$ cat config.mk
export PLATFORM = sky130hd
export DESIGN_NAME = axi4_lite_register_master
export DESIGN_NICKNAME = d
export VERILOG_FILES = /design/src/rtl/axi4_lite_pkg.sv /design/src/rtl/axi4_lite_register_master.sv
export SDC_FILE = /design/constraint.sdc
export NUM_CORES = 1
export LEC_CHECK = 0
export BUFFER_PORTS_ARGS = -buffer_cell sky130_fd_sc_hd__buf_4
export CAP_MARGIN = 0
export CELL_PAD_IN_SITES_DETAIL_PLACEMENT = 0
export CELL_PAD_IN_SITES_GLOBAL_PLACEMENT = 1
export CORE_AREA = 2 2 127 129
export CTS_CLUSTER_DIAMETER = 60
export CTS_CLUSTER_SIZE = 8
export DETAILED_ROUTE_END_ITERATION = 6
export DIE_AREA = 0 0 129 131
export PLACE_DENSITY = 0.92
export SYNTH_ARGS = -nofsm -noshare
export SYNTH_HDL_FRONTEND = slang
export SYNTH_SLANG_ARGS = --single-unit
$ cat constraint.sdc
create_clock -name aclk -period 3.9 [get_ports aclk]
set_clock_uncertainty 0.15 [all_clocks]
set_input_delay 0.39 -clock aclk [delete_from_list [all_inputs] [get_ports aclk]]
set_output_delay 0.39 -clock aclk [all_outputs]
set_load 0.05 [all_outputs]
$ cat src/rtl/axi4_lite_pkg.sv
// axi4_lite_pkg
// Shared AXI4-Lite definitions: response codes, the configuration record,
// the register-master FSM state type and the command record.
// No ports; imported by axi4_lite_register_master.
package axi4_lite_pkg;

    // Bus geometry record used to size the command record.
    typedef struct packed {
        int addr_w;      // address width in bits
        int data_bytes;  // data bus width in bytes
    } cfg_t;

    localparam cfg_t DEFAULT_CFG = '{addr_w: 32, data_bytes: 4};

    // BRESP / RRESP encodings.
    localparam logic [1:0] OKAY   = 2'b00;
    localparam logic [1:0] EXOKAY = 2'b01;
    localparam logic [1:0] SLVERR = 2'b10;
    localparam logic [1:0] DECERR = 2'b11;

    // Register-master FSM states.
    typedef enum logic [2:0] {
        IDLE,
        WR_AW_W,
        WR_B,
        RD_AR,
        RD_R,
        RSP
    } master_state_e;

    // One command as presented on the command stream.
    typedef struct packed {
        logic                                   wr;
        logic [DEFAULT_CFG.addr_w-1:0]          addr;
        logic [DEFAULT_CFG.data_bytes*8-1:0]    wdata;
        logic [DEFAULT_CFG.data_bytes-1:0]      wstrb;
    } cmd_t;

endpackage

$ cat src/rtl/axi4_lite_register_master.sv
// axi4_lite_register_master
// Single-outstanding AXI4-Lite initiator. Each command accepted on the
// cmd_* stream becomes one AW/W/B or AR/R transaction; exactly one response
// is returned on the rsp_* stream per command.
//
// Ports:
//   aclk, areset         clock; synchronous active-high reset
//   cmd_valid/ready      command handshake; cmd_wr, cmd_addr, cmd_wdata,
//                        cmd_wstrb carry the command
//   rsp_valid/ready      response handshake; rsp_wr, rsp_rdata, rsp_resp
//   aw*, w*, b*          AXI4-Lite write address / data / response channels
//   ar*, r*              AXI4-Lite read address / data channels
//
// Optional build macro AXI4_LITE_REGISTER_MASTER_STATS_EN adds the
// wr_count, rd_count and err_count transaction counters.
module axi4_lite_register_master
    import axi4_lite_pkg::*;
#(
    parameter int A = 32,
    parameter int N = 4
) (
    input  logic             aclk,
    input  logic             areset,

    input  logic             cmd_valid,
    output logic             cmd_ready,
    input  logic             cmd_wr,
    input  logic [A-1:0]     cmd_addr,
    input  logic [N*8-1:0]   cmd_wdata,
    input  logic [N-1:0]     cmd_wstrb,

    output logic             rsp_valid,
    input  logic             rsp_ready,
    output logic             rsp_wr,
    output logic [N*8-1:0]   rsp_rdata,
    output logic [1:0]       rsp_resp,

    output logic [A-1:0]     awaddr,
    output logic [2:0]       awprot,
    output logic             awvalid,
    input  logic             awready,

    output logic [N*8-1:0]   wdata,
    output logic [N-1:0]     wstrb,
    output logic             wvalid,
    input  logic             wready,

    input  logic [1:0]       bresp,
    input  logic             bvalid,
    output logic             bready,

    output logic [A-1:0]     araddr,
    output logic [2:0]       arprot,
    output logic             arvalid,
    input  logic             arready,

    input  logic [N*8-1:0]   rdata,
    input  logic [1:0]       rresp,
    input  logic             rvalid,
    output logic             rready
`ifdef AXI4_LITE_REGISTER_MASTER_STATS_EN
    ,
    output logic [31:0]      wr_count,
    output logic [31:0]      rd_count,
    output logic [31:0]      err_count
`endif
);

    master_state_e state;
    master_state_e state_next;

    // AW and W complete independently; each flag clears on its own handshake.
    logic aw_pend;
    logic w_pend;

    logic cmd_fire;
    logic aw_fire;
    logic w_fire;
    logic b_fire;
    logic r_fire;

    assign cmd_ready = (state == IDLE) & ~areset;
    assign cmd_fire  = cmd_valid & cmd_ready;

    assign awvalid   = aw_pend;
    assign wvalid    = w_pend;
    assign arvalid   = (state == RD_AR);
    assign bready    = (state == WR_B);
    assign rready    = (state == RD_R);
    assign rsp_valid = (state == RSP);
    assign awprot    = 3'b000;
    assign arprot    = 3'b000;

    assign aw_fire   = awvalid & awready;
    assign w_fire    = wvalid & wready;
    // bready/rready are only high in WR_B/RD_R, so B and R are ignored elsewhere.
    assign b_fire    = bvalid & bready;
    assign r_fire    = rvalid & rready;

    // NOTE: sequential state uses non-blocking assignments so every register
    // samples the pre-edge values regardless of block ordering.
    always_ff @(posedge aclk) begin
        if (areset) begin
            state <= IDLE;
        end else begin
            state <= state_next;
        end
    end

    // NOTE: state_next is assigned a default before the case so no path leaves
    // it unassigned, which would otherwise infer a latch.
    always_comb begin
        state_next = state;
        case (state)
            IDLE:    if (cmd_fire) state_next = cmd_wr ? WR_AW_W : RD_AR;
            // Leave once each channel has either already completed or
            // completes in this cycle.
            WR_AW_W: if ((aw_fire | ~aw_pend) & (w_fire | ~w_pend)) state_next = WR_B;
            WR_B:    if (b_fire) state_next = RSP;
            RD_AR:   if (arready) state_next = RD_R;
            RD_R:    if (r_fire) state_next = RSP;
            RSP:     if (rsp_ready) state_next = IDLE;
            default: state_next = IDLE;
        endcase
    end

    always_ff @(posedge aclk) begin
        if (areset) begin
            aw_pend   <= 1'b0;
            w_pend    <= 1'b0;
            awaddr    <= '0;
            araddr    <= '0;
            wdata     <= '0;
            wstrb     <= '0;
            rsp_rdata <= '0;
            rsp_resp  <= OKAY;
            rsp_wr    <= 1'b0;
        end else begin
            if (cmd_fire) begin
                if (cmd_wr) begin
                    awaddr  <= cmd_addr;
                    wdata   <= cmd_wdata;
                    wstrb   <= cmd_wstrb;
                    aw_pend <= 1'b1;
                    w_pend  <= 1'b1;
                end else begin
                    araddr  <= cmd_addr;
                end
            end
            if (aw_fire) aw_pend <= 1'b0;
            if (w_fire)  w_pend  <= 1'b0;
            if (b_fire) begin
                rsp_resp  <= bresp;
                rsp_rdata <= '0;
                rsp_wr    <= 1'b1;
            end
            if (r_fire) begin
                rsp_resp  <= rresp;
                rsp_rdata <= rdata;
                rsp_wr    <= 1'b0;
            end
        end
    end

`ifdef AXI4_LITE_REGISTER_MASTER_STATS_EN
    // Free-running counters; they wrap naturally at 2^32.
    always_ff @(posedge aclk) begin
        if (areset) begin
            wr_count  <= '0;
            rd_count  <= '0;
            err_count <= '0;
        end else begin
            if (b_fire) wr_count <= wr_count + 32'd1;
            if (r_fire) rd_count <= rd_count + 32'd1;
            if ((b_fire && bresp != OKAY) || (r_fire && rresp != OKAY)) begin
                err_count <= err_count + 32'd1;
            end
        end
    end
`endif

endmodule

==> results.md, run 1 <==
* Status: complete, no violations
* Drt total wl at 14730 µm
* Max Buffers Root-to-Sink at 2
* Reg area at around 2800 µm²
* Worst-margin pin slew at 0.8991 ns
* Synth top area share at a little over half
* Post-CTS Setup Bufs at 0
* Worst Hold Launch: rresp[0]
* Most Frequent Cell on Critical Path: buf_4
* Synth area leader: dfxtp_1
* Die X at 129 µm
* Iter 0 DRT Violations at 252
* Area of the multi-input gates at between 2000 and 2500 µm²
* Kind of critical path: register to register
* Tmin final at around 2.4 ns
* Layout cells sized above 1 at 40.16%
* Core Util, Final at 49.87%
* CTS tree: built
* Relative slew slack at approximately two fifths
* Top-count cell post-synth: nand2_1
* Most used flip-flop cell after synthesis: dfxtp_1
* Setup TNS at 0 ns
* Starting Density at around 33%
* Max-cap violations at 0
* Synth Area in Compound Gates at ~17%
* Drt wl/cell at roughly 14 µm
* Row count at 46
* Antenna-violating nets left at 0
* Yosys warning count at 0
* Worst min-delay path class: input pin to register
* Root Buffer: clkbuf_16
* Final setup fails at 0
* TritonRoute pass-1 iters at 7
* Worst Path Required at between 4 and 5 ns
* Syn avg cell area at around 8.5 µm²
* Synth area leaders: dfxtp_1, nand2_1, a21oi_1
* Slowest stage cell on the critical path: dfxtp_1
* CTS resizes at 0
* Pin count of the biggest net entering global routing at 77
* Largest family of logic cells by synthesized area: simple AND/OR/NAND/NOR gates
* First-pass GRT wire length at about 22000 µm
* CTS Buf Count at 17
* # nets final at 955
* Distinct cells, synth at 37
* Commonest cells in the netlist: nand2_1, dfxtp_1, a21oi_1
* Final HPWL DP at between 10000 and 15000 µm
* Vias in the first global route at around 4500
* Register area share after synthesis at ~54%
* Gr usage total at around 17%
* Clk_lat worst skew at between 0.4 and 0.5 ns
* Fill cells at between 1500 and 2000
* Via count at 4914
* RSZ-0062 raised after global routing: no
* IO Port Bufs at around 260
* Post-synth ARST share at 0%
* Grt ovf at 0
* Tcrit/Tclk final at 61.74%
* Initial antenna violation count at 0
* Number of synthesized flops with an enable pin at 0
* Layout area overhead at 50.39%
* FF-to-FF Start: state[1]
* Setup crit start: state[1]
* Die H at roughly 130 µm
* Hold Fails Final Rpt at 0
* Max Freq at roughly 420 MHz
* Crit path cell chain: nor4bb_4, buf_4, nor2_2, buf_4, a22oi_1, nor2_1
* Simple-gate share of the synthesized area at 21.94%
* Drt via density at 4.593
* Crit path max-delay family: simple AND/OR/NAND/NOR gates
* Critical Path Source Type: register
* Final Max Tran Viols at 0
* Mux contribution to synthesized area at less than 1%
* Worst EP arrival at between 2 and 3 ns
* # DRC at 0
* Seq cells post-synth at 140
* CP max FO at 36
* Post-CTS Hold Buffers at 0
* Synthesized cell area at 5172 µm²
* Core region area at 15600 µm²
* Die area at between 15000 and 20000 µm²
* Leak pwr at approximately 3.3 nW
* Synth Area in Adders at 0%
* Clk sinks at between 100 and 150
* Max IR drop VDD at around 310 µV
* RD Place Congestion at around 0.73
* Worst-path clk slew at approximately 0.060 ns
* Top-Level Pins at ~260
* Critical Path Max Stage Delay at around 0.7 ns
* Mapped Cells at approximately 610
* Pwr dens at about 570 nW/µm²
* H-tree depth at 4
* Antenna diode count at 0
* XOR/XNOR Fraction of Synth Area at 0%
* Setup crit end kind: register
* Worst path bufs/invs at 2
-- path summary, 6_finish.rpt --
| kind | to | slack (ns) | cells past startpoint |
|---|---|---|---|
| worst max register to register | rsp_rdata[6] | 1.49 | 6 |
| worst min-delay path | rsp_resp[0] | 0.07 | 3 |
| worst max-delay path | rsp_rdata[6] | 1.49 | 6 |
| worst min register to register | araddr[21] | 0.30 | 2 |
-- per-stage QoR --
| step | setup WS, ns | cell area, µm² | power, mW | std cells | hold slack (ns) |
|---|---|---|---|---|---|
| 2_1_floorplan | 1.633 | 5191 | 2.445 | 613 | 0.3669 |
| 3_3_place_gp | 1.322 | 7166 | 2.802 | 1038 | 0.2922 |
| 3_5_place_dp | 1.254 | 7166 | 2.809 | 1038 | 0.2966 |
| 4_1_cts | 1.442 | 7779 | 4.480 | 1070 | 0.04819 |
| 5_1_grt | 1.225 | 7779 | 4.617 | 1070 | 0.06039 |
| 6_report | 1.492 | 7779 | 4.427 | 1070 | 0.06989 |
-- layout by cell type, fill, tap and decap left out, types with 2 or more instances in the layout --
cell type   Yosys  routed
a21oi_1        86      86
clkinv_2        0       2
nand2_2        20      20
and3_1          3       2
a21oi_2        20      20
nor3_1          4       4
mux2_2          2       2
inv_1           2       2
clkbuf_1       25       2
clkbuf_8        0       3
clkinvlp_4      0       4
conb_1          1       6
a22oi_1        33      33
nand2_1       182     182
o21ai_0         3       3
mux2i_1         2       2
bufinv_16       0       3
nand2b_1        4       4
nor2_1         37      36
buf_4           8     263
clkbuf_16       0      17
dfxtp_1       140     140
-- layer usage --
layer  share of wire, %  wire, µm  track usage [%]  vias to the layer above
met3                7.5      1101            6.107                       23
met5                  0         0                0                        -
li1                   -         -                -                     2460
met1                 43      6360            20.93                     2264
met4                1.9       275            6.394                        0
met2                 47      6995            26.70                      167
-- logic make-up (layout without fill, tap and decap cells) --
logic type,count (synthesis),count (layout)
AO/OA/AOI/OAI,144,144
buffers and inverters,56,297
flip-flops,140,140
multiplexers,4,4
other,1,6
AND/OR/NAND/NOR,263,263
-- registers in the layout, indices dropped and copies added (netlist names) --
signal and count:
state 3, wvalid 1, awaddr 32, rsp_rdata 32
rsp_wr 1, awvalid 1, wdata 32, araddr 32
rsp_resp 2, wstrb 4
-- power by group --
group	leakage (nW)	internal, mW	total, mW	switching (mW)
combinational	1.84	0.364	1.12	0.761
sequential	1.13	1.54	1.65	0.102
clock	0.288	1.06	1.66	0.601
-- tightest hold or removal path: stages --
cell     delay [ns]
buf_4          0.08
mux2i_1        0.05
nor2_1         0.07
-- layout make-up --
type | instances | share of cell area, %
inverters | 2 | 0.09651
well taps | 216 | 3.474
flip-flops and latches | 140 | 36.03
multi-input cells | 417 | 27.14
clock inverters | 10 | 1.785
clock buffers | 22 | 6.096
repair buffers | 263 | 25.38
Power figures use the tool's default switching activity.
==> run 2: changes to the inputs <==
--- a/config.mk
+++ b/config.mk
@@ -9,12 +9,12 @@
 export CAP_MARGIN = 0
 export CELL_PAD_IN_SITES_DETAIL_PLACEMENT = 0
 export CELL_PAD_IN_SITES_GLOBAL_PLACEMENT = 1
-export CORE_AREA = 2 2 127 129
+export CORE_AREA = 2 2 131 133
 export CTS_CLUSTER_DIAMETER = 60
 export CTS_CLUSTER_SIZE = 8
 export DETAILED_ROUTE_END_ITERATION = 6
-export DIE_AREA = 0 0 129 131
-export PLACE_DENSITY = 0.92
+export DIE_AREA = 0 0 133 135
+export PLACE_DENSITY = 0.87
 export SYNTH_ARGS = -nofsm -noshare
 export SYNTH_HDL_FRONTEND = slang
 export SYNTH_SLANG_ARGS = --single-unit
==> constraint.sdc (replaced) <==
create_clock -name aclk -period 2.4 [get_ports aclk]
set_clock_uncertainty 0.15 [all_clocks]
set_input_delay 0.24 -clock aclk [delete_from_list [all_inputs] [get_ports aclk]]
set_output_delay 0.24 -clock aclk [all_outputs]
set_load 0.05 [all_outputs]
==> run 2 against run 1 <==
  * Via count rose by 9.6%
  * Fmax up 20%
  * Sequential cell count did not move
  * Die area grew 6.2%
  * Non-clock buffer count is 109 higher
  * Clock power grew 52%
  * Setup slack worse by 1.1 ns
  * Critical endpoint is now state[1]
  * Largest cell class is now buffers
  * Largest power group is now sequential cells
==> results.md, run 2 (synthesis results as in run 1) <==
* CTS resizes at 0
* Top-Level Pins at 262
* CP max FO at 9
* Reg2reg path depth at 5
* Worst EP arrival at 2.15 ns
* TritonRoute pass-1 iters at 4
* Grt ovf at 0
* Drt via density at ~4.6
* Pin count of the biggest net entering global routing at around 140
* Setup WS post-layout at between 0.3 and 0.4 ns
* Placed cell count at about 1000
* Tcrit/Tclk final at 83.74%
* Non-Filler Instances at between 1000 and 1500
* Row count at 47
* Status: complete, no violations
* Initial antenna violation count at 0
* Max Buffers Root-to-Sink at 2
* Worst Path Required at between 2 and 3 ns
* Max-cap violations at 0
* IO Port Bufs at ~260
* Fill cells at 1492
* Kind of critical path: register to register
* Setup TNS at 0 ns
* Post-CTS Hold Buffers at between 100 and 150
* Final Max Tran Viols at 0
* Drt total wl at about 17000 µm
* Hold Fails Final Rpt at 0
* Gr usage total at 18.69%
* Commonest cells after routing, fill and taps aside: buf_4, nand2_1, dfxtp_1
* Worst Hold Launch: bvalid
* Hold path cells at 3
* Starting Density at between 30% and 40%
* Hold EP: state[2]
* Worst min-delay path class: input pin to register
* Iter 0 DRT Violations at around 260
* Die H at ~140 µm
* Layout cells sized above 1 at 36.24%
* Worst-path clk slew at about 0.060 ns
* Final HPWL DP at 10340 µm
* Critical Path Source Type: register
* Pre-CTS setup slack at between 0.4 and 0.5 ns
* Final setup fails at 0
* Die X at about 130 µm
* # nets final at between 1000 and 1500
* Vias in the first global route at around 5400
* Tmin final at between 2 and 2.5 ns
* CTS tree: built
* First-pass GRT wire length at ~27000 µm
* Antenna-violating nets left at 0
* Max Freq at 497.6 MHz
* Die area at roughly 18000 µm²
* Reg2Reg Setup Slack at between 0.3 and 0.4 ns
* H-tree depth at 4
* Core region area at 16410 µm²
* RD Place Congestion at approximately 0.76
* Setup crit end kind: register
* Antenna diode count at 0
* # DRC at 0
* Root Buffer: clkbuf_16
* Max IR drop VDD at about 470 µV
* Drt wl/cell at 14.36 µm
* Layout area overhead at 71.26%
* Reg2reg end: state[1]
* RSZ-0062 raised after global routing: no
* Worst-margin pin slew at around 0.7 ns
* Clk_lat worst skew at roughly 0.41 ns
* Leak pwr at about 3.7 nW
* CTS Buf Count at 17
* Post-CTS Setup Bufs at 0
* FF-to-FF Start: state[1]
* Commonest non-fill, non-tap cell in the layout: buf_4
* Pwr dens at 815.7 nW/µm²
* Clk sinks at 140
* Via count at approximately 5400
* Relative slew slack at a little over half
## run 2: how the worst max path moves through the flow
| stage | from | end | cells after the start |
|---|---|---|---|
| global route | state[1] | state[1] | 5 |
| CTS | state[1] | state[1] | 5 |
| global placement | state[1] | state[1] | 5 |
| detailed placement | state[1] | state[1] | 5 |
| finish | state[1] | state[1] | 5 |
| floorplan | state[2] | awaddr[13] | 6 |
## run 2: routing by layer
layer,part of all wire (%),global-route usage [%],routed length (µm)
met3,7.1,6.569,1199
met5,0,0,0
met1,42,21.91,7213
met2,48,31.43,8198
met4,2.2,7.348,374
## run 2: critical path: stages, from the launching register on
cell      delay, ns
dfxtp_1        0.42
buf_4          0.22
and2_1         0.13
a311oi_1       0.37
nor3_1         0.10
or4_1          0.50
## run 2: through the flow
stage               util [%]  area, µm²  power (mW)  hold WS (ns)
floorplan                  -       5191       3.973        0.2169
global placement       44.12       7238       4.604        0.2924
detailed placement     44.12       7238       4.617        0.2968
CTS                    53.99       8859       7.308      0.003597
global route           53.99       8859       7.571       0.02163
finish                 53.99       8859       7.226       0.01472
## run 2: layout make-up
class,instances,area (µm²),area share (%)
sequential,140,2803,31.64
tap,220,275.3,3.107
inverter,2,7.507,0.08475
clock buffer,19,452.9,5.113
clock inverter,13,116.4,1.314
timing repair buffer,372,3093,34.92
multi-input combinational,417,2111,23.83
## run 2: power breakdown
group	switching [mW]	internal, mW	total [mW]
sequential	0.118	2.51	2.63
combinational	1.34	0.741	2.08
clock	1.04	1.48	2.52
